<file path="config.mk">
export PLATFORM = sky130hd
export DESIGN_NAME = simon_inv_key_schedule_serial
export DESIGN_NICKNAME = d
export VERILOG_FILES = /design/src/rtl/simon_inv_key_schedule_serial.sv
export SDC_FILE = /design/constraint.sdc
export NUM_CORES = 1
export LEC_CHECK = 0
export BUFFER_PORTS_ARGS = -buffer_cell sky130_fd_sc_hd__buf_2
export CORE_ASPECT_RATIO = 1.1
export CORE_UTILIZATION = 30
export CTS_CLUSTER_DIAMETER = 80
export DETAILED_ROUTE_END_ITERATION = 10
export GPL_TIMING_DRIVEN = 0
export REMOVE_ABC_BUFFERS = 1
export SKIP_LAST_GASP = 1
export SYNTH_ARGS = -nofsm -noshare
export SYNTH_HDL_FRONTEND = slang
export SYNTH_SLANG_ARGS = --single-unit
</file>
<file path="constraint.sdc">
create_clock -name i_clk -period 4.3 [get_ports i_clk]
set_input_delay 0.86 -clock i_clk [delete_from_list [all_inputs] [get_ports i_clk]]
set_output_delay 0.86 -clock i_clk [all_outputs]
set_load 0.05 [all_outputs]
</file>
<file path="src/rtl/simon_inv_key_schedule_serial.sv">
// simon_inv_key_schedule_serial: bit-serial inverse Simon 128/128 key schedule; define SIMON_INV_KS_RESTART_EN for shadow-key restart
module simon_inv_key_schedule_serial #(
    parameter int          WORD    = 64,
    parameter int          ROUNDS  = 68,
    parameter logic [61:0] Z_SEQ   = 62'b10101111011100000011010010011000101000010001111110010110110011,
    parameter int          Z_START = 3
) (
    input  logic       i_clk,
    input  logic       i_rst_n,
    input  logic       i_start,
    input  logic       i_data_in,
    input  logic       i_load_valid,
    input  logic       i_key_ready,
`ifdef SIMON_INV_KS_RESTART_EN
    input  logic       i_restart,
`endif
    output logic       o_key_out,
    output logic       o_key_valid,
    output logic [6:0] o_round_idx,
    output logic       o_busy,
    output logic       o_done
);
    typedef enum logic [2:0] {S_IDLE, S_LOAD, S_EMIT_A, S_EMIT_B, S_GEN, S_DONE} state_t;
    state_t          r_state, w_next;
    logic [WORD-1:0] r_a, r_b;
    logic [3:0]      r_wrap;
    logic [6:0]      r_cnt, r_round;
    logic [5:0]      r_zp;
    logic [5:0]      w_j;
    logic [1:0]      w_i3;
    logic            w_emit, w_fire, w_last, w_s3, w_s4, w_z, w_n, w_restart;
`ifdef SIMON_INV_KS_RESTART_EN
    logic [2*WORD-1:0] r_shadow;
    assign w_restart = i_restart;
`else
    assign w_restart = 1'b0;
`endif
    assign w_emit = (r_state == S_EMIT_A) || (r_state == S_EMIT_B) || (r_state == S_GEN);
    assign w_fire = w_emit && i_key_ready;
    assign w_j    = r_cnt[5:0];
    assign w_last = &w_j;
    assign w_i3   = w_j[1:0] + 2'd3;
    // Near the top of the word the needed B bits have shifted out; take them from the wrap buffer
    assign w_s3   = (w_j <= 6'd60) ? r_b[3] : r_wrap[w_i3];
    assign w_s4   = (w_j <= 6'd59) ? r_b[4] : r_wrap[w_j[1:0]];
    assign w_z    = Z_SEQ[6'd61 - r_zp];
    assign w_n    = r_a[0] ^ w_s3 ^ w_s4 ^ (w_j >= 6'd2) ^ ((w_j == 6'd0) & w_z);
    assign o_round_idx = r_round;
    // State register
    always_ff @(posedge i_clk) begin
        if (!i_rst_n) r_state <= S_IDLE;
        else          r_state <= w_next;
    end
    // Next-state logic: load 128 bits, emit the two loaded keys, then regenerate down to k[0]
    always_comb begin
        w_next = r_state;
        case (r_state)
            S_IDLE:   w_next = i_start ? S_LOAD : (w_restart ? S_EMIT_A : S_IDLE);
            S_LOAD:   w_next = (i_load_valid && r_cnt == 7'd127) ? S_EMIT_A : S_LOAD;
            S_EMIT_A: w_next = (w_fire && w_last) ? S_EMIT_B : S_EMIT_A;
            S_EMIT_B: w_next = (w_fire && w_last) ? S_GEN : S_EMIT_B;
            S_GEN:    w_next = (w_fire && w_last && r_round == 7'd0) ? S_DONE : S_GEN;
            default:  w_next = S_IDLE;
        endcase
    end
    // Outputs decoded from the current state
    always_comb begin
        o_key_valid = w_emit;
        o_key_out   = (r_state == S_EMIT_A) ? r_a[0] :
                      (r_state == S_EMIT_B) ? r_b[0] :
                      (r_state == S_GEN)    ? w_n    : 1'b0;
        o_busy      = r_state != S_IDLE;
        o_done      = r_state == S_DONE;
    end
    // Bit counter, round index and z pointer
    always_ff @(posedge i_clk) begin
        if (!i_rst_n) begin
            r_cnt   <= '0;
            r_round <= '0;
            r_zp    <= '0;
        end else begin
            if ((r_state == S_LOAD && i_load_valid) || w_fire) r_cnt <= r_cnt + 7'd1;
            if (r_state == S_IDLE) r_cnt <= '0;
            if (w_next == S_EMIT_A && r_state != S_EMIT_A) r_round <= 7'(ROUNDS - 1);
            if (w_fire && w_last && r_state == S_EMIT_A) r_round <= 7'(ROUNDS - 2);
            if (w_fire && w_last && r_state == S_EMIT_B) begin
                r_round <= 7'(ROUNDS - 3);
                r_zp    <= 6'(Z_START);
            end
            if (w_fire && w_last && r_state == S_GEN && r_round != 7'd0) begin
                r_round <= r_round - 7'd1;
                r_zp    <= (r_zp == 6'd0) ? 6'd61 : r_zp - 6'd1;
            end
        end
    end
    // Key storage: serial load, rotate-on-emit, and inverse-recurrence shift during GEN
    always_ff @(posedge i_clk) begin
        if (i_rst_n) begin
            if (r_state == S_LOAD && i_load_valid && r_cnt[6])  r_a <= {i_data_in, r_a[WORD-1:1]};
            if (r_state == S_LOAD && i_load_valid && !r_cnt[6]) r_b <= {i_data_in, r_b[WORD-1:1]};
            if (w_fire && r_state == S_EMIT_A) r_a <= {r_a[0], r_a[WORD-1:1]};
            if (w_fire && r_state == S_EMIT_B) r_b <= {r_b[0], r_b[WORD-1:1]};
            if (w_fire && r_state == S_GEN) begin
                r_a <= {r_b[0], r_a[WORD-1:1]};
                r_b <= {w_n, r_b[WORD-1:1]};
                if (w_j == 6'd0) r_wrap <= r_b[3:0];
            end
`ifdef SIMON_INV_KS_RESTART_EN
            if (r_state == S_IDLE && !i_start && i_restart) {r_a, r_b} <= r_shadow;
            if (r_state == S_LOAD && i_load_valid && r_cnt == 7'd127) r_shadow <= {i_data_in, r_a[WORD-1:1], r_b};
`endif
        end
    end
endmodule

</file>
# Yosys cells after proc, flatten, opt, wreduce, memory -nomap -nowiden

Memories as Yosys holds them, arrays and structs flattened.
Cells that the tools add are included.

Bitwise gates (word level): 6
Order comparisons: 6
Equality and inequality tests: 8
Mux-type cells: 29
Reductions and logical operators: 34
Add/sub/neg operators: 5

Operator list:

| kind                                                               | count |
|---|---|
| 2-to-1 mux 64 bit                                                  | 6 |
| 2-to-1 mux 7 bit                                                   | 4 |
| 2-to-1 mux 6 bit                                                   | 3 |
| logical AND 1 bit                                                  | 15 |
| case mux 3 bit (5 select lines)                                    | 1 |
| less-or-equal comparator 6 bit (second input constant)             | 2 |
| logical NOT 6 bit                                                  | 2 |
| 2-to-1 mux 1 bit                                                   | 11 |
| equality test 3 x 2 -> 1 bit (second input constant)               | 3 |
| nonzero test 3 bit                                                 | 3 |
| adder 7 x 1 -> 7 bit (second input constant)                       | 1 |
| equality test 7 bit (second input constant)                        | 1 |
| logical NOT 7 bit                                                  | 1 |
| < comparator 6 x 7 -> 1 bit (second input constant)                | 1 |
| nonzero test 7 bit                                                 | 1 |
| subtractor 7 x 1 -> 7 bit (second input constant)                  | 1 |
| equality test 3 bit (second input constant)                        | 2 |
| greater-or-equal comparator 6 x 2 -> 1 bit (second input constant) | 1 |
| < comparator 2 x 3 -> 1 bit (second input constant)                | 2 |
| AND reduction 6 bit                                                | 1 |
| subtractor 6 x 1 -> 6 bit (second input constant)                  | 1 |
| subtractor 6 bit (first input constant)                            | 1 |
| binary-select mux 1 bit (select 2 bit)                             | 2 |
| AND reduction 2 bit                                                | 2 |
| other kinds (15)                                                   | 20 |

Memories: 1
Output and inout port bits: 11
Memory bits (read-only): 64
Input bits: 6
Logic and storage cells: 96
Flip-flop bits (word level): 155

Memory list:

| memory           | words | bits a word | read ports | clocked after memory_dff | write ports | RTL line | text |
|---|---|---|---|---|---|---|---|
| (name not given) | 64    | 1           | 1          | 0                        | 0           | 46       | `assign w_z = Z_SEQ[6'd61 - r_zp];` |

# Logic depth before layout (Yosys ltp)

Depth after elaboration: 14
Depth in mapped cells: 9
Mapped depth without buffers: 8

# Worst setup path after synthesis

No wires, ideal clock.

Path type: register to output
From: register r_zp[2]
To: output o_key_out
Stages on the path, launching flop included: 8
Arrival time: 2.638 ns
Buffers on the path: 0
Required time: 3.440 ns
Slack: 0.802 ns
Path through: dfxtp_1 ha_1 xor2_4 mux4_2 o221ai_1 o211ai_1 or4b_1 nand3_1

Cells in the longest elaborated chain, start to end: 8

Ends and longest elaborated chain:

| element                                | RTL line | text |
|---|---|---|
| start: declaration                     | 28       | `logic [5:0] r_zp;` |
| start signal: assignment               | 88       | `r_zp <= 6'(Z_START);` |
| start signal: assignment               | 92       | `r_zp <= (r_zp == 6'd0) ? 6'd61 : r_zp - 6'd1;` |
| subtractor 6 bit                       | 46       |  |
| memory read (64 x 1 bit)               | --       |  |
| 2-to-1 mux 1 bit (not written as such) | 46       |  |
| AND 1 bit                              | 47       | `assign w_n = r_a[0] ^ w_s3 ^ w_s4 ^ (w_j >= 6'd2) ^ ((w_j == 6'd0) & w_z);` |
| bitwise XOR 1 bit                      | 47       |  |
| 2-to-1 mux 1 bit                       | 71       | `(r_state == S_GEN) ? w_n : 1'b0;` |
| 2-to-1 mux 1 bit                       | 70       | `(r_state == S_EMIT_B) ? r_b[0] :` |
| 2-to-1 mux 1 bit                       | 69       | `o_key_out = (r_state == S_EMIT_A) ? r_a[0] :` |
| end: declaration                       | 17       | `output logic o_key_out,` |

No other way between the ends. The select of a mux whose other input is x is not followed.

# Final worst setup path

From: register r_zp[1]
To: output o_key_out

The elaborated chain is that of the path after synthesis.

==> results.yml <==
floorplanning:
  pin_count: 17
  core_area_sq_mm: 0.01861
  dieHeight_um: 147.6
  die_area_sq_mm: 0.01984
  start_util: 0.3108
  rows: 52
  die_x_um: 134.4
synthesis:
  synth.distinct_cells: 52
  synth_area_sq_mm: 0.005783
  synth-edff-count: 132
  yosys_warnings: 0
  ys_seq_area_frac: 0.7650
  synth_seq_cells: 155
  ys.flop_type: "edfxtp_1"
  synth_cells: 358
  synthArstFlopShare: 0
  syn_avg_cell_area_sq_um: 16.15
critical_path:
  worstSetupStartpointType: "flop"
  cp-end-kind: "primary output"
  crit_arrival_ns: 3.21
  required_ns: 3.44
  worstPathMaxFanout: 6
  worstSetupPathType: "reg -> out"
clocking:
  clock_latency_ns: 0.42
  clockBufferDepth: 2
  clkSlewWorstSetupHoldPaths_ns: 0.06
  htree_levels: 4
  postCtsHoldBufs: 0
  cts_sinks: 155
  cts_tree: "yes"
  cts_buffers: 17
  cts_root_buffer: "clkbuf_16"
finish:
  drive_above_1_share: 0.1479
  final-instance-count-excl-fill: 642
  final_area_sq_mm: 0.006769
  layout_common_cells: "edfxtp_1, dfxtp_1, nor2_1, nand2_1"
  mostFrequentLayoutCell: "edfxtp_1"
  area_growth_pct: 17.05
  nets: 402
  n_antenna_cell: 0
global_routing:
  use_met2: 0.1435
  grt_pass1_wl_mm: 15.23
  global_route.peak_usage_layer: "met2"
  grt_max_degree: 40
  met3_usage: 0.03704
  globalRouteOverflowTotal: 0
  antenna_found_initial: 0
  use_met1: 0.1409
  grt_pass1_vias: 2902
  grt_usage: 0.1011
sta:
  finalCritPeriodShare: 0.9468
  drv_slew: 0
  setup_viol: 0
  rsz0062_at_grt: "false"
  holdWs_ns: 0.4171
  skew_ns: 0.008711
  hold_viol: 0
  max_slew.worst_pin.slew_ns: 1.172
  maxSlewHeadroom: 0.2167
  fin_ws_ns: 0.2289
  tns_ns: 0
  timing.fmax_mhz: 245.6
  fin_crit_ns: 4.071
drt:
  drt_pass1_iterations: 4
  vias_per_cell: 4.657
  ant_nets: 0
  drcViolationCount: 0
  vias: 2990
  finalWirelength_mm: 9.174
  drtIter0Drc: 278
  wl_per_cell_um: 14.29
placement:
  dp_hpwl_mm: 5.527
  pre_cts_ws_ns: 0.4609
  portBuffers: 16
  dpl_cell_area_sq_mm: 0.006170
  placed_cells: 611
  gp_congestion: 0.7856
flow_run:
  cap_violations: 0
run_status:
  outcome: "finished, final reports clean"
pwr:
  p_leak_nw: 2.118
  power_density_mw_per_mm2: 467.9
  peakVddDrop_mv: 0.2933
min_path:
  hold_class: "reg -> reg"
-- Yosys cell counts (all sizes together) (6+ instances only) --
library cell	n	area [sq um]
o21ai	17	85.08
nand2	20	75.07
or3	6	37.54
nand3	11	55.05
a21oi	15	75.07
dfxtp	23	460.4
nor2	21	78.83
inv	11	41.29
xnor2	8	70.07
edfxtp	132	3964
ha	9	112.6
a21boi	8	60.06
-- flip-flops by register name, indices dropped and copies added, names as in the netlist --
register and cells:
o_round_idx 7, r_cnt 7, r_zp 6, r_state 3, r_b 64, r_a 64, r_wrap 4
-- layout make-up --
| class | instances | area (sq um) |
|---|---|---|
| sequential | 155 | 4425 |
| tap | 243 | 304.0 |
| inverter | 11 | 41.29 |
| clock buffer | 17 | 425.4 |
| multi-input combinational | 184 | 1282 |
| fill | 1777 | 11840 |
| clock inverter | 14 | 167.7 |
| timing repair buffer | 18 | 122.6 |
-- metrics by stage --
stage                 util  power, mW
floorplan                -      1.688
global placement    0.3293      1.702
detailed placement  0.3316      1.704
CTS                 0.3636      3.205
global route        0.3638      3.269
finish              0.3638      3.167
-- worst max-delay path, stage by stage (launching register included) --
cell and delay [ns]:
dfxtp_1 0.43, ha_2 0.30, xor2_4 0.24, mux4_2 0.54
o221ai_1 0.21, o211ai_1 0.15, or4b_1 0.52, nand3_1 0.14
clkbuf_4 0.26
-- path summary, 6_finish.rpt --
| kind | start | endpoint | slack, ns | depth (start not counted) |
|---|---|---|---|---|
| setup / recovery | r_zp[1] | o_key_out | 0.23 | 8 |
| hold reg to reg | r_a[2] | r_a[1] | 0.42 | 0 |
| hold / removal | r_a[2] | r_a[1] | 0.42 | 0 |
| setup reg to reg | r_state[0] | r_zp[4] | 1.28 | 6 |
-- where the power goes --
group | leakage (nW) | internal (mW) | switching [mW]
Sequential | 1.27 | 1.63 | 0.00692
Combinational | 0.555 | 0.0113 | 0.0260
Clock | 0.289 | 0.912 | 0.583
Total | 2.12 | 2.55 | 0.616
-- logic make-up (layout without fill, tap and decap cells) --
| family | count (synthesis) | after routing | synth area share |
|---|---|---|---|
| compound gates | 66 | 66 | 0.07400 |
| xor+xnor | 12 | 12 | 0.02380 |
| fa+ha+maj | 9 | 9 | 0.01947 |
| buf+inv | 19 | 60 | 0.01406 |
| flops | 155 | 155 | 0.7650 |
| mux | 7 | 7 | 0.02293 |
| simple gates | 90 | 90 | 0.08070 |
-- what timing repair did --
item,CTS,global route
endpoints found under the hold margin,0,0
resized for setup,1,2
buffers inserted,0,0
cloned,0,0
endpoints found under the setup margin,1,1
-- layer usage --
layer / wire length [um] / part of all wire
met1: 4784 / 0.52
met2: 3949 / 0.43
met3: 354 / 0.039
met4: 86 / 0.0094
met5: 0 / 0
Power figures use the tool's default switching activity.
